## config.mk

```make
export PLATFORM = sky130hd
export DESIGN_NAME = vedic_mult8_pipe
export DESIGN_NICKNAME = d
export VERILOG_FILES = /design/src/rtl/vedic_mult8_pipe.sv
export SDC_FILE = /design/constraint.sdc
export NUM_CORES = 1
export LEC_CHECK = 0
export BUFFER_PORTS_ARGS = -buffer_cell sky130_fd_sc_hd__buf_2
export CAP_MARGIN = 5
export CORE_MARGIN = 2
export CORE_UTILIZATION = 60
export CTS_BUF_LIST = sky130_fd_sc_hd__clkbuf_4
export CTS_CLUSTER_DIAMETER = 50
export DETAILED_ROUTE_END_ITERATION = 12
export PLACE_DENSITY = 0.88
export SLEW_MARGIN = 5
export SYNTH_ARGS = -nofsm -noshare
export SYNTH_HDL_FRONTEND = slang
export SYNTH_SLANG_ARGS = --single-unit
```

## constraint.sdc

```tcl
create_clock -name clk -period 3.9 [get_ports clk]
set_input_delay 0.195 -clock clk [delete_from_list [all_inputs] [get_ports clk]]
set_output_delay 0.195 -clock clk [all_outputs]
set_load 0.02 [all_outputs]
```

## src/rtl/vedic_mult8_pipe.sv

```systemverilog
// 8x8 unsigned multiplier built from 4x4 Vedic (Urdhva-Tiryagbhyam) blocks, three-stage valid/ready pipeline.
// Optional completed-product counter on done_cnt when VEDIC_PERF_CNT_EN is defined.
module vedic_mult8_pipe (
  input  logic        clk,
  input  logic        rst_n,
  input  logic [7:0]  a,
  input  logic [7:0]  b,
  input  logic        in_valid,
  output logic        in_ready,
  output logic [15:0] prod,
  output logic        out_valid,
  input  logic        out_ready
`ifdef VEDIC_PERF_CNT_EN
  ,
  output logic [15:0] done_cnt
`endif
);

  function automatic logic [3:0] vedic2x2(input logic [1:0] x, input logic [1:0] y);
    logic       w_c;
    logic [3:0] w_r;
    w_r[0]        = x[0] & y[0];
    {w_c, w_r[1]} = {1'b0, x[1] & y[0]} + {1'b0, x[0] & y[1]};
    w_r[2]        = (x[1] & y[1]) ^ w_c;
    w_r[3]        = (x[1] & y[1]) & w_c;
    return w_r;
  endfunction

  function automatic logic [7:0] vedic4x4(input logic [3:0] x, input logic [3:0] y);
    logic [3:0] w_q0, w_q1, w_q2, w_q3;
    logic [4:0] w_t1;
    logic [5:0] w_t2;
    w_q0 = vedic2x2(x[1:0], y[1:0]);
    w_q1 = vedic2x2(x[3:2], y[1:0]);
    w_q2 = vedic2x2(x[1:0], y[3:2]);
    w_q3 = vedic2x2(x[3:2], y[3:2]);
    w_t1 = {1'b0, w_q1} + {1'b0, w_q2};
    w_t2 = {w_q3, w_q0[3:2]} + {1'b0, w_t1};
    return {w_t2, w_q0[1:0]};
  endfunction

  logic        r_v1, r_v2, r_v3;
  logic [7:0]  r_p0, r_p1, r_p2, r_p3;
  logic [8:0]  r_s1;
  logic [7:0]  r_p3_s2, r_p0_s2;
  logic [15:0] r_prod;
  logic        w_adv1, w_adv2, w_adv3;
  logic [11:0] w_s2;

  assign w_adv3    = !r_v3 || out_ready;
  assign w_adv2    = !r_v2 || w_adv3;
  assign w_adv1    = !r_v1 || w_adv2;
  assign in_ready  = w_adv1;
  assign out_valid = r_v3;
  assign prod      = r_prod;

  // Carry out of s2 cannot occur (max 3614 + 450 = 4064), so 12 bits are exact.
  assign w_s2 = {r_p3_s2, r_p0_s2[7:4]} + {3'b000, r_s1};

  // Datapath registers: load only when their stage advances with a valid predecessor.
  always_ff @(posedge clk) begin
    if (w_adv1 && in_valid) begin
      r_p0 <= vedic4x4(a[3:0], b[3:0]);
      r_p1 <= vedic4x4(a[7:4], b[3:0]);
      r_p2 <= vedic4x4(a[3:0], b[7:4]);
      r_p3 <= vedic4x4(a[7:4], b[7:4]);
    end
    if (w_adv2 && r_v1) begin
      r_s1    <= {1'b0, r_p1} + {1'b0, r_p2};
      r_p3_s2 <= r_p3;
      r_p0_s2 <= r_p0;
    end
  end

  // Stage valid bits and the output register, cleared by reset.
  always_ff @(posedge clk) begin
    if (!rst_n) begin
      r_v1   <= 1'b0;
      r_v2   <= 1'b0;
      r_v3   <= 1'b0;
      r_prod <= 16'h0000;
    end else begin
      if (w_adv1) r_v1 <= in_valid;
      if (w_adv2) r_v2 <= r_v1;
      if (w_adv3) r_v3 <= r_v2;
      if (w_adv3 && r_v2) r_prod <= {w_s2, r_p0_s2[3:0]};
    end
  end

`ifdef VEDIC_PERF_CNT_EN
  logic [15:0] r_done_cnt;
  assign done_cnt = r_done_cnt;

  // Counts output transfers, wrapping naturally at 16 bits.
  always_ff @(posedge clk) begin
    if (!rst_n) begin
      r_done_cnt <= 16'h0000;
    end else if (r_v3 && out_ready) begin
      r_done_cnt <= r_done_cnt + 16'h0001;
    end
  end
`endif

endmodule

```

==> reports/results.ini <==
[logic_synthesis]
ys_types = 46
syn_area_per_cell_um2 = 11.0
synthCells = 457
synth_seq_area_share_pct = 41.6
synth-seq-cells = 76
synth_ff_type = edfxtp_1
synthArstFlopShare_pct = 0
ys_warn_count = 0
syn_nets = 564
synthesis.area_um2 = 5030
synth_edf_count = 57

[power]
clockPowerShare_pct = 22.4
p_sw_share_pct = 30.6
leakagePower_nw = 2.59
vdd_drop_max_mv = 0.163
switchingPower_w = 0.000645
p_seq_share_pct = 49.2
p_int_w = 0.00146
p_comb_share_pct = 28.5
power_density_nw_per_um2 = 384
total_power_w = 0.00210

[cells_and_area]
fill_cells = 603
layout-drive-gt1-share_pct = 13.8
area_growth_pct = 9.14
multiInputGateArea_um2 = 2650
num-nets-final = 608
n_antenna_cell = 0
seq_area_um2 = 2090

[clock_network]
clk_path_buf_depth = 2
ctsHoldBuffers = 0
cts_tree = yes
clk_latency_ns = 0.42
htree_num_levels = 3
clock_sinks = 76
cts_root_buf = clkbuf_4
path_clk_slew_ns = 0.13
cts_resized = 0
post_cts_buffers = 0
cts_made_buffers = 9

[setup_path]
crit_path_start_kind = input pin
end_kind = register
cp_max_fo = 8
critPathArrivalTime_ns = 2.49
required_ns = 4.07
crit_type = in -> reg

[timing]
fin_ws_ns = 1.58
hold_viol = 0
grt_setup_unrepaired = no
setup_viol = 0
tightest_slew_ns = 1.02
skew_ns = 0.0252
period_share_pct = 59.6
slew_headroom_pct = 32.2
period_minus_slack_ns = 2.32
slew_viol_final = 0
fmax_mhz = 430
fin_tns_setup_ns = 0

[place]
gp_routability_congestion = 0.853
dp_slack_ns = 1.16
port_buffers = 37
hpwlAfterDp_um = 6830

[die]
start_util_pct = 61.5
die_w_um = 95.5
core_area_um2 = 8180
rows = 33
ios = 38
dieArea_um2 = 9130
die_y_um = 95.5

[route]
drt_iter0_drc = 134
antenna_left = 0
num_vias = 3245
drtPass1Iterations = 4
drt-total-wl_um = 8580
vias_per_cell = 5.31
drc_errors = 0
wl_per_cell_um = 14.0

[grt]
grt_pass1_vias = 3213
antenna_found_initial = 0
grt_max_degree = 33
grt_first_pass_wirelength_um = 14300
grt_overflow = 0
grt_usage_pct = 20.6

[run]
cap_violations = 0

[status]
status = complete, no violations

[worst_hold_path]
hp-class = in -> reg

## worst max-delay path, stage by stage
cell	delay [ns]
buf_2	0.13
and2_1	0.16
ha_1	0.19
ha_1	0.27
inv_1	0.05
fa_1	0.53
inv_1	0.07
fa_1	0.45
a21o_1	0.19
a21oi_1	0.16
xnor2_1	0.07
## layout by cell type (no fill, tap or decap), types with 3 or more instances in the layout
| cell type | netlist | final |
|---|---|---|
| inv_1 | 73 | 73 |
| ha_1 | 65 | 65 |
| and2_1 | 60 | 60 |
| edfxtp_1 | 57 | 57 |
| buf_2 | 4 | 37 |
| a21oi_1 | 26 | 26 |
| nand2_1 | 22 | 22 |
| fa_1 | 22 | 22 |
| dfxtp_1 | 19 | 19 |
| xnor2_1 | 17 | 17 |
| a21o_1 | 11 | 11 |
| clkbuf_4 | 0 | 10 |
| nor2_1 | 9 | 9 |
| o21ai_1 | 7 | 7 |
| nand3_1 | 6 | 6 |
| o21ai_0 | 5 | 5 |
| o21a_1 | 5 | 5 |
| nor3_1 | 4 | 4 |
| a211oi_1 | 4 | 4 |
| xor2_1 | 4 | 4 |
| a211oi_2 | 4 | 4 |
| o211a_1 | 3 | 3 |
## through the flow
| step | hold slack (ns) | util, % | std cells | cell area (µm²) |
|---|---|---|---|---|
| finish | 0.0733 | 67.1 | 611 | 5490 |
| detailed placement | 0.405 | 65.4 | 595 | 5350 |
| global placement | 0.405 | 65.4 | 595 | 5350 |
| global route | 0.0371 | 67.1 | 611 | 5490 |
| floorplan | 0.346 | - | 457 | 5030 |
| CTS | 0.0456 | 67.1 | 611 | 5490 |
## cells by family after synthesis
logic type	Yosys count	synth area share, %
mux	1	0.199
fa+ha+maj	87	24.9
flops	76	41.6
compound gates	82	11.4
buf+inv	80	6.07
simple gates	110	12.1
xor+xnor	21	3.66
## per-layer routing
layer | up-vias | part of all wire, % | global-route usage (%)
li1 | 1636 | - | -
met1 | 1539 | 45 | 25.6
met2 | 66 | 52 | 36.4
met3 | 4 | 2.8 | 4.19
met4 | 0 | 0.45 | 5.48
met5 | - | 0 | 0
## cells in the mapped netlist (all sizes together) (5+ instances only)
cell type,number,share of area [%]
inv,73,5.5
ha,65,16
and2,60,7.5
edfxtp,57,34
a21oi,26,2.6
fa,22,8.8
nand2,22,1.6
dfxtp,19,7.6
xnor2,17,3.0
o21ai,14,1.5
a21o,12,1.8
nor2,9,0.67
a211oi,8,1.6
nand3,6,0.60
nor3,5,0.60
o21a,5,0.75
## registers in the layout, summed over array words and instances, names as in the netlist
name	count
r_p3_s2	8
r_p2	8
r_v2	1
r_p0_s2	8
r_p1	8
r_v1	1
r_s1	9
r_p3	8
out_valid	1
prod	16
r_p0	8
## power by group through the flow
| stage | clock network [W] | logic, W | registers [W] |
|---|---|---|---|
| finish | 0.000470 | 0.000599 | 0.00103 |
| global route | 0.000511 | 0.000672 | 0.00104 |
| CTS | 0.000480 | 0.000598 | 0.00104 |
| detailed placement | 0 | 0.000593 | 0.00105 |
| global placement | 0 | 0.000560 | 0.00105 |
| floorplan | 0 | 0.000441 | 0.00105 |
## final timing paths
path,from,endpoint,slack [ns],cells after the start
min,rst_n,prod[12],0.07,3
min reg2reg,r_p0[0],r_p0_s2[0],0.43,0
max reg2reg,r_s1[0],prod[10],1.74,7
max,b[0],r_p1[7],1.58,11
## cell type report
cell class | instances | share of cell area [%]
sequential | 76 | 38.1
multi-input combinational | 301 | 48.3
timing repair buffer | 39 | 3.65
tap | 105 | 2.40
clock buffer | 10 | 1.37
clock inverter | 6 | 1.12
inverter | 74 | 5.06
No activity file was read; power rests on OpenSTA's default activity.
